$ cat config.mk
export PLATFORM = sky130hd
export DESIGN_NAME = cdb_arbiter
export DESIGN_NICKNAME = d
export VERILOG_FILES = /design/src/rtl/cdb_arbiter.sv
export SDC_FILE = /design/constraint.sdc
export NUM_CORES = 1
export LEC_CHECK = 0
export CAP_MARGIN = 10
export CORE_ASPECT_RATIO = 1.5
export CORE_MARGIN = 2
export CORE_UTILIZATION = 37
export CTS_CLUSTER_DIAMETER = 100
export DETAILED_ROUTE_END_ITERATION = 10
export HOLD_SLACK_MARGIN = 0.08
export PLACE_DENSITY = 0.83
export RECOVER_POWER = 50
export SYNTH_ARGS = -nofsm -noshare
export SYNTH_HDL_FRONTEND = slang
export SYNTH_SLANG_ARGS = --single-unit
export TNS_END_PERCENT = 50
$ cat constraint.sdc
create_clock -name clock -period 3.3 [get_ports clock]
set_input_delay 0.66 -clock clock [delete_from_list [all_inputs] [get_ports clock]]
set_output_delay 0.66 -clock clock [all_outputs]
set_load 0.02 [all_outputs]
$ cat src/rtl/cdb_arbiter.sv
// Single-grant Common Data Bus arbiter: oldest-first by ROB age when CDB_AGE_PRIORITY_EN
// is defined, round-robin otherwise. Registered cdb_data/grant_id/starve_flag outputs.
module cdb_arbiter #(
  parameter int NUM_REQ     = 4,
  parameter int ROB_SIZE    = 4,
  parameter int XLEN        = 32,
  parameter int ROB_TAG_LEN = $clog2(ROB_SIZE + 1),
  parameter int CDB_DATA    = 1 + ROB_TAG_LEN + XLEN,
  parameter int ID_W        = (NUM_REQ > 1) ? $clog2(NUM_REQ) : 1
) (
  input  logic                           clock,
  input  logic                           reset,
  input  logic [ROB_TAG_LEN-1:0]         head,
  input  logic                           kill,
  input  logic [NUM_REQ-1:0]             req_valid,
  input  logic [NUM_REQ*ROB_TAG_LEN-1:0] req_rob_tag,
  input  logic [NUM_REQ*XLEN-1:0]        req_value,
  output logic [NUM_REQ-1:0]             req_ack,
  output logic [CDB_DATA-1:0]            cdb_data,
  output logic [ID_W-1:0]                grant_id,
  output logic                           starve_flag
);

  localparam int AGE_W = ROB_TAG_LEN + 1;

  // Handshake: a port raises req_valid with a stable tag/value and holds them until it
  // sees req_ack high; the result is taken at the posedge closing that ack cycle.

  logic [ROB_TAG_LEN-1:0] tag   [NUM_REQ];
  logic [XLEN-1:0]        value [NUM_REQ];
  logic [NUM_REQ-1:0]     eligible;
  logic                   found;
  logic [ID_W-1:0]        sel;
  logic                   grant_valid;
  logic [ID_W-1:0]        rr_ptr;
  logic [2:0]             wait_cnt [NUM_REQ];
  logic                   starve_next;
  logic                   cdb_valid;
  logic [ROB_TAG_LEN-1:0] cdb_tag;
  logic [XLEN-1:0]        cdb_value;

  always_comb begin
    for (int i = 0; i < NUM_REQ; i++) begin
      tag[i]      = req_rob_tag[i*ROB_TAG_LEN +: ROB_TAG_LEN];
      value[i]    = req_value[i*XLEN +: XLEN];
      eligible[i] = req_valid[i] && (tag[i] != '0);
    end
  end

`ifdef CDB_AGE_PRIORITY_EN
  localparam logic [AGE_W-1:0] ROB_SIZE_A = AGE_W'(ROB_SIZE);
  logic [AGE_W-1:0] age [NUM_REQ];
  logic [AGE_W-1:0] head_ext;
  logic [AGE_W-1:0] best_age;
  logic             unused_rr;

  assign head_ext  = {1'b0, head};
  assign unused_rr = ^rr_ptr;

  // Distance from the head, wrapping tag ROB_SIZE back around to tag 1.
  always_comb begin
    for (int i = 0; i < NUM_REQ; i++) begin
      if ({1'b0, tag[i]} >= head_ext)
        age[i] = {1'b0, tag[i]} - head_ext;
      else
        age[i] = {1'b0, tag[i]} + ROB_SIZE_A - head_ext;
    end
  end

  // Strict less-than keeps the lowest index on an age tie.
  always_comb begin
    found    = 1'b0;
    sel      = '0;
    best_age = '0;
    for (int i = 0; i < NUM_REQ; i++) begin
      if (eligible[i] && (!found || age[i] < best_age)) begin
        found    = 1'b1;
        sel      = ID_W'(i);
        best_age = age[i];
      end
    end
  end
`else
  logic [ID_W-1:0] rr_idx;
  logic            unused_head;

  assign unused_head = ^head;

  always_comb begin
    found  = 1'b0;
    sel    = '0;
    rr_idx = '0;
    for (int k = 0; k < NUM_REQ; k++) begin
      rr_idx = ID_W'((int'(rr_ptr) + k) % NUM_REQ);
      if (!found && eligible[rr_idx]) begin
        found = 1'b1;
        sel   = rr_idx;
      end
    end
  end
`endif

  assign grant_valid = found && !kill && !reset;

  always_comb begin
    for (int i = 0; i < NUM_REQ; i++)
      req_ack[i] = grant_valid && (sel == ID_W'(i));
  end

  always_comb begin
    starve_next = 1'b0;
    for (int i = 0; i < NUM_REQ; i++)
      if (eligible[i] && !req_ack[i] && (wait_cnt[i] == 3'd7))
        starve_next = 1'b1;
  end

  always_ff @(posedge clock) begin
    if (reset) begin
      cdb_valid   <= 1'b0;
      cdb_tag     <= '0;
      cdb_value   <= '0;
      grant_id    <= '0;
      starve_flag <= 1'b0;
      rr_ptr      <= '0;
      for (int i = 0; i < NUM_REQ; i++)
        wait_cnt[i] <= 3'd0;
    end else begin
      cdb_valid   <= grant_valid;
      starve_flag <= starve_next;
      if (grant_valid) begin
        cdb_tag   <= tag[sel];
        cdb_value <= value[sel];
        grant_id  <= sel;
`ifndef CDB_AGE_PRIORITY_EN
        if (sel == ID_W'(NUM_REQ - 1))
          rr_ptr <= '0;
        else
          rr_ptr <= sel + 1'b1;
`endif
      end
      for (int i = 0; i < NUM_REQ; i++) begin
        if (!eligible[i] || req_ack[i])
          wait_cnt[i] <= 3'd0;
        else if (wait_cnt[i] != 3'd7)
          wait_cnt[i] <= wait_cnt[i] + 3'd1;
      end
    end
  end

  assign cdb_data = {cdb_valid, cdb_tag, cdb_value};

endmodule

==> metrics.md <==
| Metric | Value |
|---|---|
| Status | complete, no violations |
| HP Class | reg2reg |
| Most frequent cells in the layout | nand2_1 (147), clkdlybuf4s50_1 (146), a21oi_1 (71), dfxtp_1 (41), dlygate4sd3_1 (39) |
| Critical Path Slowest Stage Cell | clkdlybuf4s50_1 |
| Top cell type's share of synthesized area | 27.1% |
| VDD IR max | 0.257 mV |
| Antenna violations before repair | 0 |
| Area contributors post-synth | dfxtp_1 (27%), nand2_1 (18%), edfxtp_1 (12%) |
| Die height | approximately 110 um |
| Cell Chain, Critical Path | clkdlybuf4s50_1 > o31ai_2 > and2_0 > a311o_1 > nor3_2 > clkbuf_2 |
| Design area | roughly 5300 um^2 |
| Vias per inst | 5.22 |
| Syn-to-layout area delta | 76.2% |
| Dpl ws | -328 ps |
| CP arrival | 2560 ps |
| Pin count of the biggest net entering global routing | 54 |
| CP peak stage delay | 540 ps |
| Row count | 40 |
| Clock skew | between 8 and 9 ps |
| Vias in the first global route | 3607 |
| Die X | between 70 and 80 um |
| Switching power | 0.629 mW |
| Final Hold Viols | 0 |
| Nets@finish | 749 |
| Power density cells | 403 nW/um^2 |
| Ports | 193 |
| Total power | between 2 and 2.5 mW |
| CTS tree | done |
| Minimum clock period | 3220 ps |
| Cell taking the most area after synthesis | dfxtp_1 |
| Setup WS post-layout | 83.8 ps |
| Share of layout cells above drive strength 1 | 9.12% |
| TritonRoute pass-1 iters | 4 |
| RSZ-0062 raised after global routing | false |
| Sequential area share after synthesis | 38.9% |
| Worst EP required | 2640 ps |
| Total CTS buffers | 5 |
| Sum Neg Setup Slack | 0 ps |
| R2R depth | 7 |
| Unique masters post-synth | 35 |
| Seq pwr share | 35.4% |
| Commonest non-fill, non-tap cell in the layout | nand2_1 |
| Via count | between 3000 and 4000 |
| Max Cap Viol | 0 |
| Drt wl/cell | 15.6 um |
| Final setup vio count | 0 |
| FF+latch count, synth | 53 |
| Drc violations | 0 |
| Clock latency on the worst-skew pair | 290 ps |
| Die area | 8960 um^2 |
| Worst-path fanout max | 6 |
| Relative slew slack | 63.3% |
| Endpoint class of the critical path | output port |
| Syn Nets | 553 |
| Starting density of the core | 37.9% |
| Total Wirelength | between 10000 and 15000 um |
| Post-Syn Instances | ~400 |
| H-tree depth | 2 |
| Gr usage total | 23.5% |
| Placed Area | 5170 um^2 |
| Syn Std Cell Area | 3030 um^2 |
| First-pass GRT wire length | 16700 um |
| Max Buffers Root-to-Sink | 2 |
| Least-Margin Pin Slew | 551 ps |
| Drt initial violations | approximately 190 |
| YS warnings | 0 |
| Hold Crit Depth | 2 |
| Clock Sink Count | 53 |
| Fmax achieved | just over 300 MHz |
| Leak pwr | 2.50 nW |
| DP HPWL | 8340 um |
| Max-slew violations | 0 |
| Core ar. | 8010 um^2 |
| Sw Share | 29.2% |
| Port Buffer Count | ~190 |
| Antenna Cells | 0 |
| Mapped Avg Cell Area | 7.68 um^2 |
| Combinational power share | 33.4% |
| Clk slew on worst S/H paths | around 70 ps |
| Setup Crit Path Kind | in2out |
| Hold_buf cts | 0 |
| Clock Tree Root | clkbuf_16 |
| Crit share post-route | 97.5% |
| Routability Congestion | 0.897 |
| Grt total ovfl | 0 |
| Clock power frac | 31.2% |
| Final ANT Viol Nets | 0 |
| Post-CTS Setup Inserts | 0 |
| Critical Path Source Type | input pin |
| Cell Int Power | 1.53 mW |
kinds of logic after synthesis:
kind of cell	after synthesis	synth area share [%]
buf+inv	32	4.82
compound gates	123	27.8
fa+ha+maj	8	3.30
flops	53	38.9
simple gates	179	25.2
cell type report:
class                           instances  area [um^2]
Fill cell                             692         2660
Timing Repair Buffer                  216         2080
Multi-Input combinational cell        310         1750
Sequential cell                        53         1180
Tap cell                              105          131
Clock buffer                            5          125
Clock inverter                          3         65.1
Inverter                                5         18.8
path summary, 6_finish.rpt:
path	start	end	slack, ps
hold / removal	grant_id[0]	grant_id[0]	460
setup reg to reg	rr_ptr[0]	wait_cnt[3][2]	1010
hold reg to reg	grant_id[0]	grant_id[0]	460
setup / recovery	req_valid[2]	req_ack[1]	80
power groups by stage:
| stage | sequential, mW | clock [mW] | combinational [mW] |
|---|---|---|---|
| 2_1_floorplan | 0.849 | 0 | 0.269 |
| 3_3_place_gp | 0.777 | 0 | 0.727 |
| 3_5_place_dp | 0.780 | 0 | 0.740 |
| 4_1_cts | 0.765 | 0.683 | 0.743 |
| 5_1_grt | 0.771 | 0.710 | 0.776 |
| 6_report | 0.763 | 0.673 | 0.720 |
registers in the layout, summed over array words and instances (netlist names):
signal       flops
cdb_value       32
starve_flag      1
grant_id         2
cdb_tag          3
wait_cnt        12
cdb_valid        1
rr_ptr           2
per-layer routing:
layer	wire, um	track usage (%)	vias up
met5	0	0	-
met4	378	10.5	0
met3	739	5.49	28
met2	5640	44.0	138
met1	4110	24.7	1697
li1	-	-	1774
worst max-delay path: cells and delay by family:
family          cells  cell delay [ps]
buf+inv             2              760
compound gates      2              630
simple gates        2              500
synthesized netlist by cell type (all sizes together):
master,number
a21oi,71
or2,1
nand2,148
dfxtp,41
edfxtp,12
o21bai,1
nand3b,1
o31ai,4
o22ai,2
ha,8
nor4,4
buf,19
nor2,3
and2,9
a311o,2
a221o,1
o21ai,3
clkbuf,8
a211o,35
nor3,6
a2111o,1
a311oi,2
a221oi,1
inv,5
nor4b,3
nor2b,4
through the flow:
step	utilization (%)	cells	hold WS, ps
2_1_floorplan	-	395	482
3_3_place_gp	64.5	689	438
3_5_place_dp	64.5	689	448
4_1_cts	67.0	697	464
5_1_grt	66.8	697	472
6_report	66.8	697	458
timing repair:
| action | CTS | global route |
|---|---|---|
| pin swaps | 0 | 5 |
| endpoints found under the setup margin | 4 | 4 |
| cloned | 0 | 0 |
| gates resized for setup | 11 | 7 |
Note: power is estimated with default switching activity, not from simulation.
